[src/rtl/seq_pkg.sv]
// ============================================================================
// Module  : seq_pkg
// Brief   : Opcodes, FSM state encoding and writeback selects for seq_control.
// Revision: 1.0 - initial release
// ============================================================================
`default_nettype none

package seq_pkg;

  localparam logic [3:0] c_op_load   = 4'h8;
  localparam logic [3:0] c_op_store  = 4'h9;
  localparam logic [3:0] c_op_wait   = 4'hA;
  localparam logic [3:0] c_op_periph = 4'hB;
  localparam logic [3:0] c_op_jmp    = 4'hC;
  localparam logic [3:0] c_op_branch = 4'hD;

  localparam logic [1:0] c_wb_alu = 2'd0;
  localparam logic [1:0] c_wb_mem = 2'd1;
  localparam logic [1:0] c_wb_per = 2'd2;

  typedef enum logic [3:0] {
    ST_FETCH   = 4'd0,
    ST_DECODE  = 4'd1,
    ST_EXEC    = 4'd2,
    ST_LOAD1   = 4'd3,
    ST_LOAD2   = 4'd4,
    ST_STORE   = 4'd5,
    ST_JUMP    = 4'd6,
    ST_BRANCH  = 4'd7,
    ST_WAIT    = 4'd8,
    ST_P_ISSUE = 4'd9,
    ST_P_WAIT  = 4'd10
  } state_t;

  function automatic logic [3:0] instr_op(input logic [15:0] instr);
    return instr[15:12];
  endfunction

endpackage

`default_nettype wire

[src/rtl/seq_control_if.sv]
// ============================================================================
// Module  : seq_control_if
// Brief   : Sequencer <-> datapath bundle; master is the sequencer side.
// Revision: 1.0 - initial release
// ============================================================================
`default_nettype none

interface seq_control_if #(
  parameter int ADDR_W = 15,
  parameter int NUM_CH = 2
);
  logic [15:0]       instr;
  logic [ADDR_W-1:0] alu_c;
  logic [4:0]        flags;
  logic [NUM_CH-1:0] ch_busy;
  logic [NUM_CH-1:0] ch_done;
  logic [ADDR_W-1:0] pc;
  logic              addr_sel;
  logic              mem_we;
  logic              reg_we;
  logic [1:0]        wb_sel;
  logic              alu_ovr;
  logic              save_flags;
  logic [NUM_CH-1:0] ch_start;

  modport master (
    input  instr, alu_c, flags, ch_busy, ch_done,
    output pc, addr_sel, mem_we, reg_we, wb_sel, alu_ovr, save_flags, ch_start
  );

  modport slave (
    output instr, alu_c, flags, ch_busy, ch_done,
    input  pc, addr_sel, mem_we, reg_we, wb_sel, alu_ovr, save_flags, ch_start
  );
endinterface

`default_nettype wire

[src/rtl/ms_timer.sv]
// ============================================================================
// Module  : ms_timer
// Brief   : TICK_DIV clock divider feeding a 12-bit millisecond counter.
// Revision: 1.0 - initial release
// ============================================================================
`default_nettype none

module ms_timer
  import seq_pkg::*;
#(
  parameter int TICK_DIV = 33334
) (
  input  wire logic        clk,
  input  wire logic        rst,
  input  wire logic        i_en,
  input  wire logic        i_clr,
  input  wire logic [11:0] i_count,
  output logic             o_match
);
  localparam int c_div_w = (TICK_DIV > 1) ? $clog2(TICK_DIV) : 1;
  localparam logic [c_div_w-1:0] c_div_max = c_div_w'(TICK_DIV - 1);

  logic [c_div_w-1:0] r_div;
  logic [11:0]        r_ms;

  always_ff @(posedge clk) begin
    if (rst || i_clr) begin
      r_div <= '0;
      r_ms  <= '0;
    end else if (i_en) begin
      if (r_div == c_div_max) begin
        r_div <= '0;
        r_ms  <= r_ms + 12'd1;
      end else begin
        r_div <= r_div + c_div_w'(1);
      end
    end
  end

  assign o_match = (r_ms == i_count);

endmodule

`default_nettype wire

[src/rtl/seq_control.sv]
// ============================================================================
// Module  : seq_control
// Brief   : Fetch/decode/execute sequencer with down-counting PC, WAIT timer
//           and peripheral handshake. SEQ_BRANCH_EN enables BRANCH (else NOP).
// Revision: 1.0 - initial release
// ============================================================================
`default_nettype none

module seq_control
  import seq_pkg::*;
#(
  parameter int ADDR_W   = 15,
  parameter int TICK_DIV = 33334,
  parameter int NUM_CH   = 2
) (
  input wire logic      clk,
  input wire logic      reset,
  seq_control_if.master bus
);
  state_t            r_state, w_state_next;
  logic [ADDR_W-1:0] r_pc, w_pc_next, w_pc_dec, w_pc_branch;
  logic [3:0]        w_op, w_ch;
  logic [NUM_CH-1:0] w_ch_hot;
  logic w_ch_valid, w_ch_busy, w_ch_done, w_branch_taken;
  logic w_issue, w_tmr_en, w_tmr_clr, w_tmr_match;
  logic w_addr_sel, w_mem_we, w_reg_we, w_alu_ovr, w_save_flags;
  logic [1:0] w_wb_sel;

  assign w_op     = instr_op(bus.instr);
  assign w_ch     = bus.instr[11:8];
  assign w_pc_dec = r_pc - ADDR_W'(1);

  for (genvar i = 0; i < NUM_CH; i++) begin : g_ch
    assign w_ch_hot[i]     = (w_ch == 4'(i));
    assign bus.ch_start[i] = w_issue & w_ch_hot[i];
  end

  assign w_ch_valid = |w_ch_hot;
  assign w_ch_busy  = |(bus.ch_busy & w_ch_hot);
  assign w_ch_done  = |(bus.ch_done & w_ch_hot);

`ifdef SEQ_BRANCH_EN
  // Zero-padding makes flag indices 5..7 read as 0.
  logic [7:0] w_flags_ext;
  assign w_flags_ext    = {3'b000, bus.flags};
  assign w_branch_taken = w_flags_ext[bus.instr[10:8]] ^ bus.instr[11];
  assign w_pc_branch    = r_pc - ADDR_W'($signed(bus.instr[7:0]));
`else
  logic w_unused_flags;
  assign w_unused_flags = ^bus.flags;
  assign w_branch_taken = 1'b0;
  assign w_pc_branch    = w_pc_dec;
`endif

  ms_timer #(.TICK_DIV(TICK_DIV)) u_ms_timer (
    .clk     (clk),
    .rst     (reset),
    .i_en    (w_tmr_en),
    .i_clr   (w_tmr_clr),
    .i_count (bus.instr[11:0]),
    .o_match (w_tmr_match)
  );

  always_ff @(posedge clk) begin
    if (reset) begin
      r_state <= ST_FETCH;
      r_pc    <= '1;
    end else begin
      r_state <= w_state_next;
      r_pc    <= w_pc_next;
    end
  end

  always_comb begin
    w_state_next = r_state;
    w_pc_next    = r_pc;
    w_addr_sel   = 1'b0;
    w_mem_we     = 1'b0;
    w_reg_we     = 1'b0;
    w_wb_sel     = c_wb_alu;
    w_alu_ovr    = 1'b0;
    w_save_flags = 1'b0;
    w_issue      = 1'b0;
    w_tmr_en     = 1'b0;
    w_tmr_clr    = 1'b0;
    case (r_state)
      ST_FETCH:  w_state_next = ST_DECODE;
      ST_DECODE: begin
        case (w_op)
          c_op_load:   w_state_next = ST_LOAD1;
          c_op_store:  w_state_next = ST_STORE;
          c_op_wait:   w_state_next = ST_WAIT;
          c_op_periph: w_state_next = ST_P_ISSUE;
          c_op_jmp:    w_state_next = ST_JUMP;
          c_op_branch: w_state_next = ST_BRANCH;
          default:     w_state_next = ST_EXEC;
        endcase
      end
      ST_EXEC: begin
        w_reg_we     = 1'b1;
        w_save_flags = 1'b1;
        w_pc_next    = w_pc_dec;
        w_state_next = ST_FETCH;
      end
      ST_LOAD1: begin
        w_addr_sel   = 1'b1;
        w_state_next = ST_LOAD2;
      end
      ST_LOAD2: begin
        w_wb_sel     = c_wb_mem;
        w_reg_we     = 1'b1;
        w_pc_next    = w_pc_dec;
        w_state_next = ST_FETCH;
      end
      ST_STORE: begin
        w_addr_sel   = 1'b1;
        w_alu_ovr    = 1'b1;
        w_mem_we     = 1'b1;
        w_pc_next    = w_pc_dec;
        w_state_next = ST_FETCH;
      end
      ST_JUMP: begin
        w_alu_ovr    = 1'b1;
        w_pc_next    = {ADDR_W{1'b1}} - bus.alu_c;
        w_state_next = ST_FETCH;
      end
      ST_BRANCH: begin
        w_pc_next    = w_branch_taken ? w_pc_branch : w_pc_dec;
        w_state_next = ST_FETCH;
      end
      ST_WAIT: begin
        if (w_tmr_match) begin
          w_tmr_clr    = 1'b1;
          w_pc_next    = w_pc_dec;
          w_state_next = ST_FETCH;
        end else begin
          w_tmr_en = 1'b1;
        end
      end
      ST_P_ISSUE: begin
        if (!w_ch_valid) begin
          w_pc_next    = w_pc_dec;
          w_state_next = ST_FETCH;
        end else if (!w_ch_busy) begin
          w_issue      = 1'b1;
          w_state_next = ST_P_WAIT;
        end
      end
      ST_P_WAIT: begin
        if (w_ch_done) begin
          w_pc_next    = w_pc_dec;
          w_state_next = ST_FETCH;
          if (bus.instr[7]) begin
            w_reg_we = 1'b1;
            w_wb_sel = c_wb_per;
          end
        end
      end
      default: w_state_next = ST_FETCH;
    endcase
  end

  assign bus.pc         = r_pc;
  assign bus.addr_sel   = w_addr_sel;
  assign bus.mem_we     = w_mem_we;
  assign bus.reg_we     = w_reg_we;
  assign bus.wb_sel     = w_wb_sel;
  assign bus.alu_ovr    = w_alu_ovr;
  assign bus.save_flags = w_save_flags;

endmodule

`default_nettype wire

[src/flat_wrapper.sv]
// flat-port wrapper written by rule: the top's interface ports become plain ports
module seq_control_flat import seq_pkg::*;
#(
  parameter int ADDR_W   = 15,
  parameter int TICK_DIV = 33334,
  parameter int NUM_CH   = 2
)
  (clk, reset, bus_instr, bus_alu_c, bus_flags, bus_ch_busy, bus_ch_done, bus_pc, bus_addr_sel, bus_mem_we, bus_reg_we, bus_wb_sel, bus_alu_ovr, bus_save_flags, bus_ch_start);
  seq_control_if #(.ADDR_W(ADDR_W), .NUM_CH(NUM_CH)) bus_i ();
  input wire logic clk;
  input wire logic reset;
  input wire logic [$bits(bus_i.instr)-1:0] bus_instr;
  input wire logic [$bits(bus_i.alu_c)-1:0] bus_alu_c;
  input wire logic [$bits(bus_i.flags)-1:0] bus_flags;
  input wire logic [$bits(bus_i.ch_busy)-1:0] bus_ch_busy;
  input wire logic [$bits(bus_i.ch_done)-1:0] bus_ch_done;
  output wire logic [$bits(bus_i.pc)-1:0] bus_pc;
  output wire logic [$bits(bus_i.addr_sel)-1:0] bus_addr_sel;
  output wire logic [$bits(bus_i.mem_we)-1:0] bus_mem_we;
  output wire logic [$bits(bus_i.reg_we)-1:0] bus_reg_we;
  output wire logic [$bits(bus_i.wb_sel)-1:0] bus_wb_sel;
  output wire logic [$bits(bus_i.alu_ovr)-1:0] bus_alu_ovr;
  output wire logic [$bits(bus_i.save_flags)-1:0] bus_save_flags;
  output wire logic [$bits(bus_i.ch_start)-1:0] bus_ch_start;
  assign bus_i.instr = bus_instr;
  assign bus_i.alu_c = bus_alu_c;
  assign bus_i.flags = bus_flags;
  assign bus_i.ch_busy = bus_ch_busy;
  assign bus_i.ch_done = bus_ch_done;
  assign bus_pc = bus_i.pc;
  assign bus_addr_sel = bus_i.addr_sel;
  assign bus_mem_we = bus_i.mem_we;
  assign bus_reg_we = bus_i.reg_we;
  assign bus_wb_sel = bus_i.wb_sel;
  assign bus_alu_ovr = bus_i.alu_ovr;
  assign bus_save_flags = bus_i.save_flags;
  assign bus_ch_start = bus_i.ch_start;
  seq_control #(.ADDR_W(ADDR_W), .TICK_DIV(TICK_DIV), .NUM_CH(NUM_CH)) u_core (.clk(clk), .reset(reset), .bus(bus_i));
endmodule
[config.mk]
export PLATFORM = sky130hd
export DESIGN_NAME = seq_control_flat
export DESIGN_NICKNAME = d
export VERILOG_FILES = /design/src/rtl/seq_pkg.sv /design/src/rtl/seq_control_if.sv /design/src/rtl/ms_timer.sv /design/src/rtl/seq_control.sv /design/src/flat_wrapper.sv
export SDC_FILE = /design/constraint.sdc
export NUM_CORES = 1
export LEC_CHECK = 0
export CAP_MARGIN = 20
export CORE_MARGIN = 2
export CORE_UTILIZATION = 38
export DETAILED_ROUTE_END_ITERATION = 10
export PLACE_DENSITY = 0.68
export SYNTH_ARGS = -nofsm -noshare
export SYNTH_HDL_FRONTEND = slang
export SYNTH_SLANG_ARGS = --single-unit
[constraint.sdc]
create_clock -name clk -period 4.4 [get_ports clk]
set_clock_uncertainty 0.05 [all_clocks]
set_input_delay 0.44 -clock clk [delete_from_list [all_inputs] [get_ports clk]]
set_output_delay 0.44 -clock clk [all_outputs]
set_load 0.03 [all_outputs]
Word-level counts from Yosys, hierarchy flattened

Cells that the tools add are included.

Add/subtract/negate cells: 4
Equal/unequal tests: 23
Muxes and demuxes: 28
Bitwise logic cells: 4
Reductions and logical operators: 14

Operator list:

| cell                   | count |
|---|---|
| $pmux 15 s5            | 1 |
| $pmux 4 s6             | 2 |
| $mux 15                | 3 |
| $eq 4x4->1 const B     | 9 |
| $add 16x1->16 const B  | 1 |
| $eq 16x16->1 const B   | 1 |
| $eq 4x3->1 const B     | 4 |
| $mux 16                | 1 |
| $mux 4                 | 4 |
| $sub 15x1->15 const B  | 1 |
| $sub 15x15->15 const A | 1 |
| $mux 1                 | 13 |
| $add 12x1->12 const B  | 1 |
| $eq 12x12->1           | 1 |
| $reduce_or 2->1        | 6 |
| $eq 4x1->1 const B     | 2 |
| $eq 4x2->1 const B     | 2 |
| $logic_not 4->1        | 2 |
| $reduce_bool 5->1      | 1 |
| $and 2x2->2            | 2 |
| $mux 2                 | 2 |
| $ne 2x2->1 const B     | 2 |
| $pmux 2 s2             | 1 |
| $reduce_and 4->1       | 1 |
| other kinds (8)        | 9 |

Flip-flop bits (word level): 47
Input port bits: 42
Output and inout bits: 24
Logic and storage cells: 77

Depth between registers and ports, before layout

Gate-level depths: netlist of the first run.

Word-level depth: 7
Gate-level depth with buffers: 9

Modules after synthesis

From an unflattened synthesis of the first run, not the netlist that was laid out.

Cells, all modules: 371
Area, all modules: 2910.3 um^2

Modules (own cells, without submodules):

| module      | times used | cells an instance | area an instance (um^2) |
|---|---|---|---|
| ms_timer    | 1          | 169               | 1468.9 |
| seq_control | 1          | 202               | 1441.4 |

Least setup slack after synthesis of the first run

OpenSTA, ideal clock, no wires.

Path type: register to output
Start: reg u_core.r_state[0]
End: out bus_ch_start[1]
Data arrival time: 1702 ps
Path slack: 2208 ps
Cell stages (with the launch flop): 5
Cell sequence: dfxtp_1 > clkbuf_1 > nor2b_1 > nand4_1 > nor3b_1

Cells in the longest elaborated chain, start to end: 3

Ends and longest elaborated chain:

| what                   | RTL line           | source |
|---|---|---|
| start, declared        | seq_control.sv:20  | `state_t r_state, w_state_next;` |
| start signal, assigned | seq_control.sv:69  | `r_state <= w_state_next;` |
| $eq 4x4->1             | seq_control.sv:86  | `case (r_state)` |
| $mux 1                 | seq_control.sv:86  |  |
| $and 1x1->1            | seq_control.sv:35  | `assign bus.ch_start[i] = w_issue & w_ch_hot[i];` |
| end, declared          | flat_wrapper.sv:24 | `output wire logic [$bits(bus_i.ch_start)-1:0] bus_ch_start;` |

No other way between the ends.

Final worst setup path of the first run

Start: in bus_instr[8]
End: out bus_reg_we

Cells in the longest elaborated chain, start to end: 5
Elaborated cells between the ends (all ways): 6

Ends and longest elaborated chain:

| what                                                 | RTL line           | source |
|---|---|---|
| start, declared                                      | flat_wrapper.sv:12 | `input wire logic [$bits(bus_i.instr)-1:0] bus_instr;` |
| $eq 4x1->1 / $logic_not 4->1 (equally long branches) | seq_control.sv:34  | `assign w_ch_hot[i] = (w_ch == 4'(i));` |
| $and 2x2->2 (*)                                      | seq_control.sv:40  | `assign w_ch_done = \|(bus.ch_done & w_ch_hot);` |
| $reduce_or 2->1 (*)                                  | seq_control.sv:40  |  |
| $mux 1 (*)                                           | seq_control.sv:150 | `if (w_ch_done) begin` |
| $pmux 1 s2 (*)                                       | seq_control.sv:86  |  |
| end, declared                                        | flat_wrapper.sv:20 | `output wire logic [$bits(bus_i.reg_we)-1:0] bus_reg_we;` |

Mark *: on every way between the ends. The rest lies on a longest branch, timed or not.

==> results of run 1 <==
==> sequential cells by signal, indices dropped and copies added, names as in the netlist <==
register                 flops
u_core.bus.pc               15
u_core.r_state               4
u_core.u_ms_timer.r_div     16
u_core.u_ms_timer.r_ms      12
==> power breakdown <==
group / internal, uW / total (uW) / switching (uW)
logic: 106 / 231 / 126
registers: 443 / 474 / 31.7
clock network: 167 / 306 / 139
total: 715 / 1010 / 296
==> worst max-delay path by stage <==
| stage | from | endpoint | depth (start not counted) |
|---|---|---|---|
| global placement | bus_instr[8] | bus_reg_we | 6 |
| CTS | bus_instr[8] | bus_reg_we | 6 |
| detailed placement | bus_instr[8] | bus_reg_we | 6 |
| finish | bus_instr[8] | bus_reg_we | 6 |
| floorplan | u_core.r_state[0]$_SDFFE_PP0P_ | bus_ch_start[1] | 4 |
| global route | bus_instr[8] | bus_reg_we | 6 |
==> cells in the final DEF (no fill, tap or decap), types with 3 or more instances in the layout <==
cell type and instances:
a211oi_1 9, a21oi_1 18, a22oi_1 5, a31oi_1 3
a32oi_1 4, and2_1 3, and3_1 6, buf_4 3
clkbuf_8 5, clkdlybuf4s50_1 60, dfxtp_1 47, ha_1 4
inv_1 9, mux2_2 3, mux2i_1 3, nand2_1 25
nand2b_1 3, nand3_1 22, nand4_1 12, nor2_1 56
nor3_1 23, nor4_1 5, nor4_2 4, o21ai_0 11
o31ai_1 5, or2_2 3, or3_1 3, xnor2_1 15
xor2_1 22
==> stage by stage <==
stage	total power, uW	setup slack [ns]	std cells	util, %
after floorplan	619	2.21	372	-
after global placement	712	1.28	513	48.5
after detailed placement	716	1.27	513	48.5
after CTS	1020	1.26	520	49.9
after global routing	1060	1.21	520	49.9
final	1010	1.27	520	49.9
==> worst max-delay path, delay by kind of cell <==
kind	cells	cell delay (ns)
AND/OR/NAND/NOR	3	0.67
buffers and inverters	2	1.17
multiplexers	1	0.37
==> metal layers <==
layer / share of wire, % / wire (um) / vias to the layer above
met4: 0.98 / 71 / 0
met1: 49 / 3570 / 1329
li1: - / - / 1443
met5: 0 / 0 / -
met3: 3.7 / 271 / 6
met2: 46 / 3340 / 66
==> layout make-up <==
class,count,area [um^2]
clock inverter,1,30.0
tap,99,124
timing repair buffer,63,623
inverter,9,33.8
sequential,47,941
multi-input combinational,295,1840
clock buffer,6,72.6
fill,704,3670
==> cells by family after synthesis <==
kind of cell | share of synthesized area (%)
DFF | 32.4
and+or+nand+nor | 31.5
adders and majority gates | 2.07
AOI/OAI and AO/OA | 16.4
muxes | 2.20
xor gates and xnor gates | 11.2
buffers and inverters | 4.23
==> key figures, run 1 <==
Worst hold path
  – Hold path depth: 2
  – Hold wc startpoint: u_core.u_ms_timer.r_div[15]$_SDFFE_PP0P_
  – Endpoint, Worst Hold: u_core.u_ms_timer.r_div[15]$_SDFFE_PP0P_
  – Worst Hold Class: reg2reg

Logic synthesis
  – Top post-synthesis cells by area: dfxtp_1 (32%), nor2_1 (7.2%), xor2_1 (6.6%)
  – #FFs+latches synth: 47
  – Post-synthesis net count: 418
  – Sequential share of the synthesized area: 32.4%
  – Netlist Area Pre-Place: 2900 um^2
  – Count leader, synth: nor2_1
  – Post-synth top flop: dfxtp_1
  – Commonest cells in the netlist: nor2_1 (56), dfxtp_1 (47), nand2_1 (25)
  – YS warnings: 0
  – Post-synth EDFFs: 0
  – Syn Inst Count: 372
  – Post-synth top area cell: dfxtp_1
  – Distinct cells, synth: 53
  – Synth top area share: 32.4%
  – Fraction of registers with async set/reset: 0%
  – Mean post-synth cell area: 7.80 um^2

Clock network
  – Clock-pin slew on the worst setup and hold paths: 0.08 ns
  – Post-CTS Setup Bufs: 0
  – Clock sink count: 47
  – CTS tree: yes
  – CTS max path bufs: 2
  – H-tree depth: 2
  – Root buffer cell: clkbuf_8
  – Cts repair resizes: 0
  – Hold_buf cts: 0
  – Clk_lat worst skew: 0.30 ns
  – Num CTS Buffers: 5

Finish
  – Final Cell Area: 3660 um^2
  – Layout cells sized above 1: 5.94%
  – Diode count: 0
  – Nets: 467
  – Area delta synth->final: 26.2%

Route
  – 1st-pass router iterations: 5
  – Drt drc: 0
  – Drt first-iter violations: 134
  – Routed length per instance: 13.9 um
  – Vias after detailed routing: 2844
  – Final ANT Viol Nets: 0
  – Drt total wl: 7.25 mm
  – Routed vias/inst: 5.47

Global routing
  – Number of global-route vias before repair: 2586
  – Global-route wire length before repair: 12.3 mm
  – Met3 Usage GRT: 3.32%
  – Initial antenna violation count: 0
  – Largest net degree at the start of global routing: 32
  – Met1 Use GR: 25.0%
  – GRT met2 Usage: 28.2%
  – Total GRT Usage: 17.8%
  – Grt total ovfl: 0
  – Busiest metal layer after global routing: met2

Power
  – Worst vdd rail ir drop: 0.122 mV
  – LEAKAGE: 0.00124 uW
  – PwrDens: 276 nW/um^2

Setup path
  – Critical-path cell list: clkdlybuf4s50_1 -> mux2_2 -> and3_1 -> and3_1 -> or2_2 -> clkdlybuf4s50_1
  – Nature of the critical path endpoint: primary output
  – Reg2reg start: u_core.r_state[3]$_SDFFE_PP0P_
  – Reg2Reg Setup Slack: 1.86 ns
  – Critical-path maximum fanout: 5
  – Req. time, crit path: 3.91 ns
  – CP Class: in2out
  – Slowest stage delay, CP: 0.59 ns
  – CP max-delay cell: clkdlybuf4s50_1
  – Startpoint types: input port
  – CP arrival: 2.64 ns
  – Worst r2r path cells: 6
  – R2r endpoint: u_core.u_ms_timer.r_ms[10]$_SDFFE_PP0P_

Floorplanning
  – Die Wd: 91.4 um
  – Core ar.: 7330 um^2
  – Die Height: 91.4 um
  – Initial Util: 39.6%
  – FP Rows: 31
  – Ports: 66
  – Die area: 8350 um^2

Timing
  – Fmax: 0.319 GHz
  – Final Hold Vio Count: 0
  – Worst-Margin Slew: 0.687 ns
  – Tmin final: 3.13 ns
  – Relative slew slack: 54.2%
  – Final period utilization: 71.2%
  – Max-slew violation count: 0
  – Sum Neg Setup Slack: 0 ns
  – # setup viols final: 0
  – Hold WS: 0.454 ns
  – RSZ-0062 raised after global routing: no

Run status
  – Status: finished clean

Placed design
  – Routability cong.: 0.822
  – Post-place instance area: 3560 um^2
  – Port buffer count: 60
  – DP Wirelength: 5.26 mm

Job
  – Max-cap violations: 0
No activity file was read; power rests on OpenSTA's default activity.
==> inputs of run 2 (changes only) <==
- PLACE_DENSITY: 0.68 -> 0.71
- clock period: 4.4 -> 2.7 ns (I/O delays scaled with it)
==> run 2 against run 1 <==
Critical path type is now reg2out; routed wire length rose by 4.5%; via count rose by 1.6%; non-clock buffer count rose by 11; global-route usage increased by 0.80 points; hold slack better by 0.00053 ns; register-to-register slack worse by 1.4 ns.
==> key figures, run 2 (same netlist as run 1, synthesis figures left out) <==
Run status
  – Status: finished clean

Global routing
  – Global-route wire length before repair: 12.8 mm
  – Largest net degree at the start of global routing: 31
  – Total GRT Usage: 18.6%
  – Initial antenna violation count: 0
  – Grt total ovfl: 0
  – Number of global-route vias before repair: 2748

Finish
  – Nets: 478
  – Diode count: 0
  – Most common cell after layout, fill and taps aside: clkdlybuf4s50_1
  – Layout cells sized above 1: 8.78%
  – Area delta synth->final: 30.1%
  – Max FFs per register: 16
  – Most frequent cells in the layout: clkdlybuf4s50_1 (59), nor2_1 (56), dfxtp_1 (47)
  – Largest register by flop count: u_core.u_ms_timer.r_div

Setup path
  – Startpoint types: register
  – CP Class: reg2out
  – Critical-path maximum fanout: 12
  – Nature of the critical path endpoint: primary output
  – Req. time, crit path: 2.38 ns
  – CP arrival: 2.20 ns

Floorplanning
  – Die Height: 91.4 um
  – FP Rows: 31
  – Initial Util: 39.6%
  – Die Wd: 91.4 um
  – Core ar.: 7330 um^2
  – Die area: 8350 um^2
  – Ports: 66

Timing
  – RSZ-0062 raised after global routing: no
  – Max-slew violation count: 0
  – Hold WS: 0.454 ns
  – Worst setup margin: 0.175 ns
  – Final Hold Vio Count: 0
  – Final period utilization: 93.5%
  – Fmax: 0.396 GHz
  – # setup viols final: 0
  – Tmin final: 2.52 ns
  – Worst-Margin Slew: 0.682 ns
  – Relative slew slack: 54.6%
  – Sum Neg Setup Slack: 0 ns

Clock network
  – Hold_buf cts: 0
  – H-tree depth: 2
  – Clock-pin slew on the worst setup and hold paths: 0.08 ns
  – Clk_lat worst skew: 0.30 ns
  – CTS max path bufs: 2
  – Num CTS Buffers: 5
  – CTS tree: yes
  – Root buffer cell: clkbuf_8
  – Clock sink count: 47

Route
  – Vias after detailed routing: 2889
  – Final ANT Viol Nets: 0
  – Routed length per instance: 14.2 um
  – Drt first-iter violations: 147
  – Drt total wl: 7.58 mm
  – Routed vias/inst: 5.43
  – Drt drc: 0
  – 1st-pass router iterations: 4

Power
  – LEAKAGE: 0.00132 uW
  – Worst vdd rail ir drop: 0.244 mV
  – PwrDens: 435 nW/um^2

Job
  – Max-cap violations: 0

Placed design
  – Place WS: 0.0208 ns
  – Routability cong.: 0.850
  – DP Wirelength: 5.57 mm
  – Port buffer count: 60

Worst hold path
  – Worst Hold Class: reg2reg
## run 2: changes by cell type in the layout (fill, tap and decap cells not counted), sizes merged
cell / previous run / this run
clkdlybuf4s50: 60 / 59
dlymetal6s2s: 0 / 1
clkbuf: 6 / 8
buf: 3 / 14
bufinv: 1 / 0
## run 2: worst paths after layout
path                            slack, ns  cells past startpoint                                  endpoint                                startpoint
worst max-delay path                 0.18                      4                           bus_ch_start[1]            u_core.r_state[0]$_SDFFE_PP0P_
worst min-delay path                 0.45                      2  u_core.u_ms_timer.r_div[15]$_SDFFE_PP0P_  u_core.u_ms_timer.r_div[15]$_SDFFE_PP0P_
worst max register to register       0.42                      7   u_core.u_ms_timer.r_ms[10]$_SDFFE_PP0P_   u_core.u_ms_timer.r_div[0]$_SDFFE_PP0P_
worst min register to register       0.45                      2  u_core.u_ms_timer.r_div[15]$_SDFFE_PP0P_  u_core.u_ms_timer.r_div[15]$_SDFFE_PP0P_
## run 2: metrics by stage
step                util [%]  power [uW]  instances  instance area [um^2]
floorplan                  -        1010        372                  2900
global placement        50.0        1180        524                  3670
detailed placement      50.0        1180        524                  3670
CTS                     51.4        1650        532                  3770
global route            51.5        1710        532                  3770
finish                  51.5        1640        532                  3770
## run 2: per-layer routing
layer	global-route usage [%]	vias to the layer above	part of all wire, %
li1	-	1462	-
met1	25.1	1362	49
met2	30.2	57	47
met3	3.32	8	2.9
met4	5.30	0	1.1
met5	0	-	0
## run 2: critical path, stage by stage (launching register included)
cell and delay, ns:
dfxtp_1 0.60, nor2b_1 0.19, nand4_1 0.17, nor3b_1 0.22
clkdlybuf4s50_1 0.72
## run 2: timing repair
action / 4_1_cts / 5_1_grt
buffers inserted: 0 / 0
hold endpoints to repair: 0 / 0
resized for setup: 0 / 2
setup endpoints to repair: 0 / 3
## run 2: final cells by class
class                      instances  area (um^2)
timing repair buffer              74          733
sequential                        47          941
multi-input combinational        295         1840
fill                             682         3560
clock buffer                       8          100
tap                               99          124
inverter                           9         33.8
## run 2: report_power, final
part | total (uW) | internal (uW) | switching, uW
combinational | 397 | 186 | 212
clock | 471 | 234 | 237
sequential | 771 | 721 | 50.3
total | 1640 | 1140 | 499
==> inputs of run 3 (changes only) <==
--- a/config.mk
+++ b/config.mk
@@ -7,4 +7,5 @@
 export LEC_CHECK = 0
 export CAP_MARGIN = 20
+export CORE_ASPECT_RATIO = 0.9
 export CORE_MARGIN = 2
 export CORE_UTILIZATION = 38
==> constraint.sdc (replaced) <==
create_clock -name clk -period 2.7 [get_ports clk]
set_clock_uncertainty 0.05 [all_clocks]
set_input_delay 0.54 -clock clk [delete_from_list [all_inputs] [get_ports clk]]
set_output_delay 0.54 -clock clk [all_outputs]
set_load 0.03 [all_outputs]
==> run 3 against run 2 <==
Critical path depth grew 2; total power shrank 1.5%; clock-buffer cell count shrank 3; cell area grew 1.6%; sequential power shrank 0.8%; critical path type is now in2out; critical endpoint is now bus_wb_sel[1].
==> key figures, run 3 (same netlist as run 1, synthesis figures left out) <==
Finish
  – Final Cell Area: 3830 um^2
  – Fillers: 707
  – Flip-flop and latch area: 942 um^2
  – Footprint of the multi-input gates: 1850 um^2
  – Most frequent cells in the layout: nor2_1 (56), clkdlybuf4s50_1 (54), dfxtp_1 (46)
  – Largest register by flop count: u_core.u_ms_timer.r_div
  – Area delta synth->final: 32.2%
  – Most common cell after layout, fill and taps aside: nor2_1
  – Max FFs per register: 16
  – Diode count: 0
  – Layout cells sized above 1: 12.8%
  – Nets: 489

Floorplanning
  – Ports: 66
  – Core ar.: 7470 um^2
  – FP Rows: 30
  – Die area: 8350 um^2
  – Initial Util: 38.8%
  – Die Wd: 96.1 um
  – Die Height: 86.9 um

Global routing
  – Global-route wire length before repair: 12.6 mm
  – Initial antenna violation count: 0
  – Total GRT Usage: 19.0%
  – Grt total ovfl: 0
  – Largest net degree at the start of global routing: 31
  – Number of global-route vias before repair: 2818

Setup path
  – Req. time, crit path: 2.11 ns
  – Startpoint types: input port
  – CP Class: in2out
  – Critical-path maximum fanout: 2
  – CP arrival: 2.00 ns
  – Nature of the critical path endpoint: primary output

Timing
  – Sum Neg Setup Slack: 0 ns
  – Tmin final: 2.59 ns
  – # setup viols final: 0
  – Final Hold Vio Count: 0
  – Worst-Margin Slew: 0.657 ns
  – Relative slew slack: 56.2%
  – Fmax: 0.387 GHz
  – Hold WS: 0.439 ns
  – Worst setup margin: 0.114 ns
  – Max-slew violation count: 0
  – RSZ-0062 raised after global routing: no
  – Final period utilization: 95.8%

Clock network
  – Hold_buf cts: 0
  – CTS max path bufs: 2
  – CTS tree: yes
  – Root buffer cell: clkbuf_8
  – Clock sink count: 47
  – Clock-pin slew on the worst setup and hold paths: 0.08 ns
  – Clk_lat worst skew: 0.31 ns
  – H-tree depth: 2
  – Num CTS Buffers: 5

Power
  – LEAKAGE: 0.00138 uW
  – Total power: 1620 uW
  – Worst vdd rail ir drop: 0.237 mV
  – PwrDens: 421 nW/um^2

Placed design
  – DP Wirelength: 5.50 mm
  – Place WS: -0.527 ns
  – Routability cong.: 0.855
  – Post-place instance area: 3730 um^2
  – Port buffer count: 60

Route
  – Routed wl met3: 344 um
  – Routed wl met2: 3.20 mm
  – Routed length per instance: 13.8 um
  – WL met1: 3.77 mm
  – Top Layer Used: met4
  – Vias after detailed routing: 2917
  – Drt drc: 0
  – Final ANT Viol Nets: 0
  – Drt first-iter violations: 131
  – Routed vias/inst: 5.40
  – 1st-pass router iterations: 5
  – Drt total wl: 7.43 mm

Worst hold path
  – Worst Hold Class: reg2reg

Run status
  – Status: finished clean

Job
  – Max-cap violations: 0
-- run 3: changes by cell type in the layout (fill, tap and decap cells not counted), sizes merged --
cell / change
buf: +14
clkbuf: -3
clkdlybuf4s15: +1
clkdlybuf4s50: -5
clkinv: +2
dlygate4sd2: +1
inv: +1
-- run 3: worst paths after layout --
kind                                                  from                                  endpoint  slack [ns]  depth (start not counted)
hold reg to reg   u_core.u_ms_timer.r_div[15]$_SDFFE_PP0P_  u_core.u_ms_timer.r_div[15]$_SDFFE_PP0P_        0.44                          2
setup reg to reg            u_core.r_state[2]$_SDFFE_PP0P_  u_core.u_ms_timer.r_div[15]$_SDFFE_PP0P_        0.41                          6
hold / removal    u_core.u_ms_timer.r_div[15]$_SDFFE_PP0P_  u_core.u_ms_timer.r_div[15]$_SDFFE_PP0P_        0.44                          2
setup / recovery                              bus_instr[9]                             bus_wb_sel[1]        0.11                          6
-- run 3: power breakdown --
group	leakage (uW)	switching, uW	internal, uW
Combinational	0.000947	220	197
Sequential	0.000381	43.5	722
Clock	0.0000483	251	183
Total	0.00138	515	1100
-- run 3: per-layer routing --
layer / track usage (%) / vias to the layer above
met5: 0 / -
met1: 26.9 / 1341
met4: 7.27 / 0
li1: - / 1491
met2: 29.0 / 77
met3: 2.60 / 8
-- run 3: timing repair --
| action | 4_1_cts | 5_1_grt |
|---|---|---|
| cloned | 0 | 0 |
| buffers inserted | 0 | 0 |
| pin swaps | 0 | 1 |
| resized for setup | 13 | 3 |
| setup endpoints to repair | 2 | 8 |
| endpoints found under the hold margin | 0 | 0 |
-- run 3: critical path: stages --
cell,delay [ns]
clkdlybuf4s50_1,0.44
nor3_2,0.23
and3_4,0.22
and3_4,0.19
buf_4,0.10
clkdlybuf4s15_2,0.28
-- run 3: layout make-up --
class	count	area share, %
clock inverters	3	0.489
flip-flops and latches	47	24.6
multi-input cells	295	48.3
inverters	9	0.881
well taps	96	3.13
repair buffers	85	20.8
clock buffers	5	1.79
-- run 3: stage by stage --
stage / util, % / std cells
6_report: 51.3 / 540
5_1_grt: 51.3 / 540
4_1_cts: 51.2 / 540
3_5_place_dp: 49.9 / 532
3_3_place_gp: 49.9 / 532
2_1_floorplan: - / 372
